[src/rtl/mips_pkg.sv]
// Shared definitions for the MIPS pipeline stages.
//
// Contents:
//   WIDTH_DEFAULT        - default datapath/address width
//   RESET_VECTOR_DEFAULT - PC loaded on reset
//   NOP_WORD_DEFAULT     - bubble instruction (sll $0,$0,0)
//   ifid_t               - IF/ID pipeline register fields; later pipeline
//                          registers reuse the same layout
//   align_word()         - clears the byte-offset bits of an address
package mips_pkg;

    localparam int unsigned WIDTH_DEFAULT = 32;

    localparam logic [WIDTH_DEFAULT-1:0] RESET_VECTOR_DEFAULT = 32'h0000_0000;
    localparam logic [31:0]              NOP_WORD_DEFAULT     = 32'h0000_0000;

    typedef struct packed {
        logic [WIDTH_DEFAULT-1:0] pc;
        logic [WIDTH_DEFAULT-1:0] pc_plus4;
        logic [31:0]              instr;
        logic                     valid;
    } ifid_t;

    function automatic logic [WIDTH_DEFAULT-1:0] align_word(input logic [WIDTH_DEFAULT-1:0] addr);
        return {addr[WIDTH_DEFAULT-1:2], 2'b00};
    endfunction

endpackage

[src/rtl/ifid_reg.sv]
// IF/ID pipeline register.
//
// Priority per rising edge: rst, then flush (bubble), then stall (hold),
// otherwise load d.
//
// Ports:
//   clk   - pipeline clock
//   rst   - synchronous active-high reset
//   stall - hold current contents
//   flush - insert a bubble; pc/pc_plus4 still load for debug visibility
//   d     - fields arriving from IF
//   q     - registered fields presented to ID
module ifid_reg
    import mips_pkg::*;
#(
    parameter logic [31:0] NOP_WORD = NOP_WORD_DEFAULT
) (
    input  logic  clk,
    input  logic  rst,
    input  logic  stall,
    input  logic  flush,
    input  ifid_t d,
    output ifid_t q
);

    always_ff @(posedge clk) begin
        if (rst) begin
            q.pc       <= '0;
            q.pc_plus4 <= '0;
            q.instr    <= NOP_WORD;
            q.valid    <= 1'b0;
        end else if (flush) begin
            // Flush beats stall: the bubble goes in even when IF is frozen.
            q.pc       <= d.pc;
            q.pc_plus4 <= d.pc_plus4;
            q.instr    <= NOP_WORD;
            q.valid    <= 1'b0;
        end else if (!stall) begin
            q <= d;
        end
    end

endmodule

[src/rtl/pc_fetch_stage.sv]
// Instruction fetch stage: PC register, next-PC selection, IF/ID register
// and a count of instructions delivered to ID.
//
// Next-PC priority: rst > redirect_valid > stall (hold) > nextPc.
// All outputs are registered.
//
// Optional feature (macro PC_MISALIGN_TRAP_EN):
//   Adds output misalign_trap. A redirect whose target has nonzero [1:0]
//   loads the word-aligned target and pulses misalign_trap for one cycle.
//   Without the macro the redirect target is loaded verbatim.
//
// Ports:
//   clk, rst          - clock, synchronous active-high reset
//   stall             - freeze PC and IF/ID
//   flush             - squash the instruction entering ID
//   redirect_valid    - taken branch/jump resolved in EX
//   redirect_target   - new PC on redirect
//   nextPc            - pc+4 from PC_Adder
//   imem_instr        - instruction read at pc
//   pc                - current fetch address
//   id_pc, id_pc_plus4, id_instr, id_valid - IF/ID contents
//   fetch_count       - valid instructions delivered to ID (wraps)
//   misalign_trap     - (optional) misaligned redirect pulse
module pc_fetch_stage
    import mips_pkg::*;
#(
    parameter int unsigned       WIDTH        = WIDTH_DEFAULT,
    parameter logic [WIDTH-1:0]  RESET_VECTOR = RESET_VECTOR_DEFAULT,
    parameter logic [31:0]       NOP_WORD     = NOP_WORD_DEFAULT
) (
    input  logic             clk,
    input  logic             rst,
    input  logic             stall,
    input  logic             flush,
    input  logic             redirect_valid,
    input  logic [WIDTH-1:0] redirect_target,
    input  logic [WIDTH-1:0] nextPc,
    input  logic [31:0]      imem_instr,
    output logic [WIDTH-1:0] pc,
    output logic [WIDTH-1:0] id_pc,
    output logic [WIDTH-1:0] id_pc_plus4,
    output logic [31:0]      id_instr,
    output logic             id_valid,
    output logic [31:0]      fetch_count
`ifdef PC_MISALIGN_TRAP_EN
    ,
    output logic             misalign_trap
`endif
);

    logic [WIDTH-1:0] pc_q, pc_d;
    logic [WIDTH-1:0] redirect_pc;
    logic [31:0]      fetch_count_q, fetch_count_d;
    logic             bubble;
    logic             fetch_fire;
    ifid_t            ifid_d, ifid_q;

`ifdef PC_MISALIGN_TRAP_EN
    logic trap_q, trap_d;

    always_comb begin
        redirect_pc = align_word(redirect_target);
        trap_d      = redirect_valid && (redirect_target[1:0] != 2'b00);
    end

    always_ff @(posedge clk) begin
        if (rst) begin
            trap_q <= 1'b0;
        end else begin
            trap_q <= trap_d;
        end
    end

    assign misalign_trap = trap_q;
`else
    assign redirect_pc = redirect_target;
`endif

    // A redirect also squashes whatever IF fetched on the wrong path.
    assign bubble     = redirect_valid || flush;
    assign fetch_fire = !bubble && !stall;

    always_comb begin
        pc_d = pc_q;
        if (redirect_valid) begin
            pc_d = redirect_pc;
        end else if (!stall) begin
            pc_d = nextPc;
        end
    end

    always_comb begin
        fetch_count_d = fetch_count_q;
        if (fetch_fire) begin
            fetch_count_d = fetch_count_q + 32'd1;
        end
    end

    always_ff @(posedge clk) begin
        if (rst) begin
            pc_q          <= RESET_VECTOR;
            fetch_count_q <= '0;
        end else begin
            pc_q          <= pc_d;
            fetch_count_q <= fetch_count_d;
        end
    end

    always_comb begin
        ifid_d.pc       = pc_q;
        ifid_d.pc_plus4 = nextPc;
        ifid_d.instr    = imem_instr;
        ifid_d.valid    = 1'b1;
    end

    ifid_reg #(
        .NOP_WORD (NOP_WORD)
    ) u_ifid_reg (
        .clk   (clk),
        .rst   (rst),
        .stall (stall),
        .flush (bubble),
        .d     (ifid_d),
        .q     (ifid_q)
    );

    assign pc          = pc_q;
    assign id_pc       = ifid_q.pc;
    assign id_pc_plus4 = ifid_q.pc_plus4;
    assign id_instr    = ifid_q.instr;
    assign id_valid    = ifid_q.valid;
    assign fetch_count = fetch_count_q;

endmodule
[config.mk]
export PLATFORM = sky130hd
export DESIGN_NAME = pc_fetch_stage
export DESIGN_NICKNAME = d
export VERILOG_FILES = /design/src/rtl/mips_pkg.sv /design/src/rtl/ifid_reg.sv /design/src/rtl/pc_fetch_stage.sv
export SDC_FILE = /design/constraint.sdc
export NUM_CORES = 1
export LEC_CHECK = 0
export CAP_MARGIN = 20
export CORE_UTILIZATION = 29
export CTS_CLUSTER_DIAMETER = 120
export DETAILED_ROUTE_END_ITERATION = 16
export PLACE_DENSITY_LB_ADDON = 0.2
export SLEW_MARGIN = 20
export SYNTH_ARGS = -nofsm -noshare
export SYNTH_HDL_FRONTEND = slang
export SYNTH_SLANG_ARGS = --single-unit
[constraint.sdc]
create_clock -name clk -period 2.55 [get_ports clk]
set_input_delay 0.3825 -clock clk [delete_from_list [all_inputs] [get_ports clk]]
set_output_delay 0.3825 -clock clk [all_outputs]
set_load 0.1 [all_outputs]
==> out/results.txt <==
CTS tree -> built
final net count -> 1105
status -> finished clean
PostCTS Resize Cnt -> 0
aggregate negative setup slack -> 0 ns
hold violation count in the final report -> 0
Seq/Total Area, Yosys -> 0.508
final setup fails -> 0
Power Density -> 700 mW/mm^2
HP Start -> rst
Root Buffer -> clkbuf_16
Vias/cell -> 4.65
DR pass1 iterations -> 6
Required @ worst endpoint -> 2.85 ns
Synth Area per Inst -> 8.40 sq um
yosys warns -> 0
Post-DP HPWL -> 13.3 mm
1st-iter DRT viols -> 150
starting density of the core -> 0.299
first-pass GRT wire length -> 29.6 mm
Post-Synthesis Cells -> 755
RSZ-0062 raised after global routing -> no
pre-CTS WS -> -0.0522 ns
fin. max-slew vios -> 0
CP Class -> in2reg
Period minus WS final -> 2.18 ns
HP Class -> in2reg
number of setup buffers added after CTS -> 0
Slew headroom -> 0.402
mapped cell area -> 0.00634 sq mm
Arr. time, crit path -> 2.48 ns
setup ws final -> 0.370 ns
Worst setup EP type -> flip-flop
Die Ht -> 150 um
slew at the pin closest to its max-slew limit -> 0.897 ns
most common cell after layout, fill and taps aside -> buf_4
Routed WL per cell -> 14.8 um
top cell type's share of synthesized area -> 0.508
Num CTS Buffers -> 17
Cell Area, Placed -> 0.00888 sq mm
core area -> 0.0212 sq mm
pin count of the biggest net entering global routing -> 71
Total GRT Usage -> 0.168
Yosys reg bits -> 161
Pleak -> 4.03 nW
Netlist cell types -> 31
worst vdd ir -> 419 uV
Final Cell Area -> 0.00948 sq mm
routed vias -> 6000
# H-tree levels -> 4
clock buffer depth -> 2
die area -> 0.0225 sq mm
clk_lat worst skew -> 0.42 ns
RD Place Congestion -> 0.734
vias in the first global route -> 5585
initial antenna violation count -> 0
max-cap viol count -> 0
Area Overhead vs Synth -> 49.5%
period utilisation layout -> 0.855
ant diodes -> 0
Worst Path Max Fanout -> 7
grt ovf -> 0
# port buffers -> 261
syn_nets -> 857
Post-DRT Antenna Nets -> 0
largest cells by area after synthesis -> dfxtp_1 (51%), mux2i_1 (10%), a21oi_1 (8.9%)
Startpoint Class -> input port
Fmax achieved -> 459 MHz
layout cells sized above 1 -> 0.233
hold_buf cts -> 0
Worst-path clk slew -> 0.07 ns
# rows -> 53
Num Clock Sinks -> 161
RR Startpoint -> fetch_count[15]$_SDFFE_PP0P_
critical path startpoint -> flush
Die W -> 150 um
IO Pins -> 262
cell taking the most area after synthesis -> dfxtp_1
most frequent cells in the layout -> buf_4 (179), dfxtp_1 (151), nand2_1 (142)
DRC violations left -> 0
Setup Skew -> 0.0126 ns
final wirelength -> 19.1 mm
final timing paths:
| check | end | slack (ns) | cells past startpoint |
|---|---|---|---|
| worst max-delay path | fetch_count[31]$_SDFFE_PP0P_ | 0.37 | 5 |
| worst min-delay path | fetch_count[8]$_SDFFE_PP0P_ | 0.34 | 2 |
| worst max register to register | fetch_count[31]$_SDFFE_PP0P_ | 0.45 | 4 |
| worst min register to register | u_ifid_reg.q[73]$_SDFFE_PP0P_ | 0.45 | 2 |
cell usage after synthesis:
cell type  number
nor2_1        115
o31ai_1         5
mux2i_1        64
buf_6           1
xor2_1          4
and2_1          1
or3_1          10
xnor2_1         5
a21oi_1       113
dfxtp_1       161
or4_4           1
or4_1           6
clkbuf_2        1
and3_1          4
or3_4           1
mux2_2          7
ha_1            1
and4_1          3
nor2b_1         6
buf_1          14
nand4_1         9
or2_2           1
clkbuf_1       35
inv_1           5
or4b_1          4
o21ai_0         7
o41ai_1         3
nand3_1        13
nor3_1          8
nand2_1       143
nor4_1          4
sequential cells by signal, indices dropped and copies added (netlist names):
signal,count
fetch_count,32
u_ifid_reg.q,97
pc,32
layer usage:
layer / part of all wire / GRT usage
met1: 0.45 / 0.213
met2: 0.47 / 0.273
met3: 0.069 / 0.0555
met4: 0.0090 / 0.0434
met5: 0 / 0
per-stage QoR:
stage	hold WS, ns	instances	utilization	total power [mW]
finish	0.344	1290	0.447	6.64
global route	0.354	1290	0.447	6.91
CTS	0.329	1290	0.447	6.73
detailed placement	0.443	1259	0.419	4.10
global placement	0.436	1259	0.419	4.09
floorplan	0.523	755	-	3.68
layout make-up:
type                    instances  area, sq um
fillers                      2147        11700
clock inverters                14          173
multi-input cells             538         2910
repair buffers                280         2380
clock buffers                  17          425
flip-flops and latches        161         3240
well taps                     275          344
inverters                       5         18.8
logic make-up after synthesis:
kind of cell,count (synthesis),synth area share
flip-flops,161,0.508
adder cells (fa/ha/maj),1,0.00197
buffers and inverters,56,0.0345
AND/OR/NAND/NOR,329,0.225
multiplexers,71,0.113
XOR/XNOR,9,0.0124
AO/OA/AOI/OAI,128,0.105
critical path, cell delays in order:
cell and delay, ns:
clkdlybuf4s50_1 0.46, or4b_1 0.53, or3_1 0.48, nor4_1 0.26, mux2_2 0.37
power breakdown:
group	internal [mW]	switching, mW	total (mW)
clock network	1.48	1.13	2.61
logic	0.376	0.979	1.35
registers	2.61	0.0609	2.67
total	4.46	2.17	6.64
(Power assumes the default switching activity.)
